File: src/rtl/io881_mem_pkg.sv
// Shared types and widths for the ifetch-side program SRAM responder.
// Address layout is {channel[14:12], pc[11:0]}.
package io881_mem_pkg;

  localparam int ADDR_W   = 15;
  localparam int DATA_W   = 8;
  localparam int CHAN_MSB = 14;
  localparam int CHAN_LSB = 12;
  localparam int PC_W     = 12;

  typedef enum logic [2:0] {
    ST_IDLE = 3'd0,
    ST_RD   = 3'd1,
    ST_CAP  = 3'd2,
    ST_WAIT = 3'd3,
    ST_ACK  = 3'd4,
    ST_WR   = 3'd5
  } mem_state_e;

endpackage

File: src/rtl/ifetch_mem_responder.sv
// One-outstanding-read SRAM responder for ifetch plus a host write port; read ack
// lands 2+WAIT_STATES cycles after acceptance, host write acks in one cycle.
module ifetch_mem_responder
  import io881_mem_pkg::*;
#(
  parameter int unsigned WAIT_STATES = 0
) (
  input  logic              clk,
  input  logic              reset_n,
  input  logic              mem_rd_en,
  input  logic [ADDR_W-1:0] mem_addr,
  output logic [DATA_W-1:0] mem_d_in,
  output logic              mem_ack,
  input  logic              host_we,
  input  logic [ADDR_W-1:0] host_addr,
  input  logic [DATA_W-1:0] host_d,
  output logic              host_ack,
  output logic [ADDR_W-1:0] sram_addr,
  output logic              sram_rd,
  output logic              sram_we,
  output logic [DATA_W-1:0] sram_d,
  input  logic [DATA_W-1:0] sram_q
);

  localparam logic [3:0] WAIT_LOAD = (WAIT_STATES != 0) ? 4'(WAIT_STATES - 1) : 4'd0;

  mem_state_e        state_q, state_d;
  logic [3:0]        wcnt_q, wcnt_d;
  logic [ADDR_W-1:0] addr_q, addr_d;
  logic [DATA_W-1:0] wdat_q, wdat_d;
  logic [DATA_W-1:0] cap_q, cap_d;
  logic [DATA_W-1:0] dout_q, dout_d;
  logic              req_lost;

  // The latched address doubles as the SRAM address and the abort reference.
  assign req_lost = !mem_rd_en || (mem_addr != addr_q);

  always_comb begin
    state_d = state_q;
    wcnt_d  = wcnt_q;
    addr_d  = addr_q;
    wdat_d  = wdat_q;
    cap_d   = cap_q;
    dout_d  = dout_q;
    unique case (state_q)
      ST_IDLE: begin
        if (host_we) begin
          state_d = ST_WR;
          addr_d  = host_addr;
          wdat_d  = host_d;
        end else if (mem_rd_en) begin
          state_d = ST_RD;
          addr_d  = mem_addr;
        end
      end
      ST_RD: begin
        state_d = req_lost ? ST_IDLE : ST_CAP;
      end
      ST_CAP: begin
        if (req_lost) begin
          state_d = ST_IDLE;
        end else begin
          cap_d = sram_q;
          if (WAIT_STATES != 0) begin
            state_d = ST_WAIT;
            wcnt_d  = WAIT_LOAD;
          end else begin
            state_d = ST_ACK;
            dout_d  = sram_q;
          end
        end
      end
      ST_WAIT: begin
        if (req_lost) begin
          state_d = ST_IDLE;
        end else if (wcnt_q == 4'd0) begin
          state_d = ST_ACK;
          dout_d  = cap_q;
        end else begin
          wcnt_d = wcnt_q - 4'd1;
        end
      end
      // ifetch moves its address on the edge leaving ACK, so never accept here.
      ST_ACK:  state_d = ST_IDLE;
      ST_WR:   state_d = ST_IDLE;
      default: state_d = ST_IDLE;
    endcase
  end

  always_ff @(posedge clk) begin
    if (!reset_n) begin
      state_q <= ST_IDLE;
      wcnt_q  <= 4'd0;
      addr_q  <= '0;
      wdat_q  <= '0;
      cap_q   <= '0;
      dout_q  <= '0;
    end else begin
      state_q <= state_d;
      wcnt_q  <= wcnt_d;
      addr_q  <= addr_d;
      wdat_q  <= wdat_d;
      cap_q   <= cap_d;
      dout_q  <= dout_d;
    end
  end

  assign mem_ack   = (state_q == ST_ACK);
  assign host_ack  = (state_q == ST_WR);
  assign sram_rd   = (state_q == ST_RD);
  assign sram_we   = (state_q == ST_WR);
  assign mem_d_in  = dout_q;
  assign sram_addr = addr_q;
  assign sram_d    = wdat_q;

endmodule
File: config.mk
export PLATFORM = sky130hd
export DESIGN_NAME = ifetch_mem_responder
export DESIGN_NICKNAME = d
export VERILOG_FILES = /design/src/rtl/io881_mem_pkg.sv /design/src/rtl/ifetch_mem_responder.sv
export SDC_FILE = /design/constraint.sdc
export NUM_CORES = 1
export LEC_CHECK = 0
export BUFFER_PORTS_ARGS = -buffer_cell sky130_fd_sc_hd__buf_2
export CAP_MARGIN = 40
export CORE_MARGIN = 4
export CORE_UTILIZATION = 45
export DETAILED_ROUTE_END_ITERATION = 8
export HOLD_SLACK_MARGIN = 0.1
export PLACE_DENSITY = 0.74
export SETUP_SLACK_MARGIN = 0.3
export SYNTH_ARGS = -nofsm -noshare
export SYNTH_HDL_FRONTEND = slang
export SYNTH_SLANG_ARGS = --single-unit
File: constraint.sdc
create_clock -name clk -period 2.4 [get_ports clk]
set_clock_uncertainty 0.2 [all_clocks]
set_input_delay 0.72 -clock clk [delete_from_list [all_inputs] [get_ports clk]]
set_output_delay 0.72 -clock clk [all_outputs]
set_load 0.01 [all_outputs]
==> flow_summary.toml <==
[floorplanning]
dieArea_um2 = 6154
num_rows = 25
coreArea_um2 = 4755
initial_core_util_pct = 46.97
pin_count = 85
die_h_um = 78.45
dieWidth_um = 78.45

[grt]
grt_pass1_vias = 1835
track_usage_pct = 16.27
grt_first_pass_wirelength_um = 8038
grt_max_degree = 33
antenna_found_initial = 0
top_usage_layer = "met2"
met3_usage_pct = 5.046
gr-total-overflow = 0
grt_util_met2_pct = 26.88
grtUsageMet1_pct = 19.94

[drt]
wl_um = 5035
vias = 1988
ant_nets = 0
post_drt_wl_per_cell_um = 12.46
drt-initial-drc-count = 49
drt_first_pass_iters = 4
drc_errors = 0
via_per_inst = 4.921

[clock_tree]
cts_tree = "yes"
cts_buffer_depth = 2
holdBufCountCts = 0
clockRootBuffer = "clkbuf_8"
clk_latency_ps = 300
numCtsBuffers = 5
cts_htree_levels = 2
cts.sink_count = 46
clkTransAtPathRegs_ps = 90

[critical_path]
cp_top_family = "simple AND/OR/NAND/NOR gates"
end_kind = "flip-flop"
crit_required_ps = 2370
crit_chain = "buf_2 > xnor2_2 > nand4_1 > nor4_4 > buf_4 > o211ai_4 > mux2i_1"
critPathLaunchType = "input port"
critical_path.max_stage_delay_ps = 340
path_class = "in2reg"
cp_max_fo = 8
crit_slowest_cell = "nor4_4"
worstPathArrival_ps = 2060
critical_path_buf_inv_count = 2

[finish]
multi_input_area_um2 = 1289
post-route-util_pct = 61.66
n_antenna_cell = 0
fill_cells = 445
final_cell_area_um2 = 2932
syn_to_final_growth_pct = 31.26
finalNonFillerCells = 404
seq_area_um2 = 923.4
final_layout_size_suffix_gt1_share_pct = 37.39
final_net_count = 387

[run_status]
status = "finished, final reports clean"

[timing]
rsz0062_at_grt = "yes"
fin_tns_setup_ps = 0
slew_violations = 0
hold_viol = 0
setup_viol = 0
clock.fmax_ghz = 0.4779
min_period_ps = 2092
finalCritPeriodShare_pct = 87.19
relSlewSlack_pct = 61.76
tightest_slew_ps = 571.5

[logic_synthesis]
syn_avg_cell_area_um2 = 8.863
synth_area_leaders = "dfxtp_1 41%, mux2i_1 14%, nand2_1 8.7%"
syn_inst = 252
synth_cell_types = 33
netlist.area_leader.share_pct = 41.23
yosys_register_bits = 46
synth_top_cell_by_area = "dfxtp_1"
syn_area_um2 = 2233
synthesis.nets = 303
yosysSeqAreaShare_pct = 41.23
yosysWarningCount = 0

[power_and_ir_drop]
leakage_nw = 1.362
ir_worst_vdd_mv = 0.3973
finalPower_mw = 1.648
p_per_area_nw_per_um2 = 562.0

[run]
maxCapViolCount = 0

[min_path]
worstHoldPathType = "reg2reg"

[placed_design]
gp_congestion = 0.7656
dp.cells = 393
post-dp-hpwl_um = 3677
place_area_um2 = 2724
port_buffers = 84
==> cell families (layout without fill, tap and decap cells) <==
family,count (synthesis),in the layout,share of synthesized area [%]
AND/OR/NAND/NOR,93,93,18.94
flip-flops,46,46,41.23
multiplexers,39,39,17.93
AO/OA/AOI/OAI,36,36,10.92
buffers and inverters,22,107,4.537
XOR/XNOR,15,15,5.883
adder cells (fa/ha/maj),1,1,0.5601
==> worst paths after layout <==
path	from	end	slack, ps	cells after the start
min	sram_d[6]	sram_d[6]	250	2
max reg2reg	sram_addr[14]	mem_d_in[6]	430	6
max	mem_addr[14]	mem_d_in[6]	310	7
min reg2reg	sram_d[6]	sram_d[6]	250	2
==> layer usage <==
metal	part of all wire [%]	wire length (µm)
met1	45	2277
met2	47	2374
met3	6.3	319
met4	1.3	63
met5	0	0
==> final cells by class <==
type                       count  area share, %
clock buffer                   7          2.945
timing repair buffer          95          18.05
multi-input combinational    184          43.96
tap                           67          2.860
sequential                    46          31.50
inverter                       4         0.5122
clock inverter                 1         0.1707
==> synth_stat cells <==
| library cell | number |
|---|---|
| a21o_1 | 1 |
| nor4_2 | 1 |
| or3_1 | 2 |
| nand2_1 | 52 |
| mux2i_1 | 31 |
| inv_1 | 4 |
| nor2_1 | 18 |
| nand4b_1 | 2 |
| nor3_1 | 4 |
| buf_2 | 5 |
| xnor2_1 | 15 |
| ha_1 | 1 |
| buf_4 | 3 |
| mux2_2 | 8 |
| and2_1 | 1 |
| nand3b_1 | 1 |
| nor4_1 | 1 |
| a211oi_1 | 17 |
| nor3b_2 | 1 |
| o21a_1 | 1 |
| o211ai_4 | 1 |
| a21oi_1 | 14 |
| and2b_1 | 1 |
| dfxtp_1 | 46 |
| nor3b_1 | 1 |
| clkbuf_1 | 8 |
| buf_1 | 1 |
| nand3_1 | 1 |
| clkbuf_2 | 1 |
| nand4_1 | 4 |
| or4_1 | 1 |
| o21ai_1 | 2 |
| and3_1 | 2 |
==> through the flow <==
stage	hold WS, ps	setup WS [ps]
floorplan	232.2	342.4
global placement	240.1	74.66
detailed placement	244.1	-22.78
CTS	256.0	305.3
global route	277.5	254.4
finish	254.1	307.5
==> sequential cells by signal, indices dropped and copies added (netlist names) <==
| signal | flops |
|---|---|
| mem_d_in | 8 |
| wcnt_q | 4 |
| state_q | 3 |
| cap_q | 8 |
| sram_d | 8 |
| sram_addr | 15 |
==> worst register-to-register path, stage by stage (launching register included) <==
cell and delay, ps:
dfxtp_1 410, xnor2_2 140, nand4_1 200, nor4_4 340, buf_4 210, o211ai_4 170, mux2i_1 180
==> cell usage in the layout, fill, tap and decap left out, types with 2 or more instances in the layout <==
master and n:
a211oi_1 17, a21oi_1 14, buf_2 83, buf_4 9
clkbuf_8 6, dfxtp_1 44, dfxtp_2 2, inv_1 3
mux2_2 8, mux2i_1 31, nand2_1 52, nand4_1 4
nand4b_1 2, nor2_1 18, nor3_1 4, o21ai_1 2
or3_1 2, xnor2_1 7, xnor2_2 8
==> power breakdown <==
| group | total (mW) | leakage [nW] | internal [mW] | switching, mW |
|---|---|---|---|---|
| Sequential | 0.845 | 0.377 | 0.805 | 0.0401 |
| Combinational | 0.323 | 0.937 | 0.159 | 0.164 |
| Clock | 0.479 | 0.0482 | 0.232 | 0.247 |
==> repair_timing <==
item,4_1_cts,5_1_grt
buffers inserted,0,2
pin swaps,0,4
endpoints found under the setup margin,1,21
endpoints found under the hold margin,0,0
resized for setup,1,16
cloned,0,1
Power figures use the tool's default switching activity.
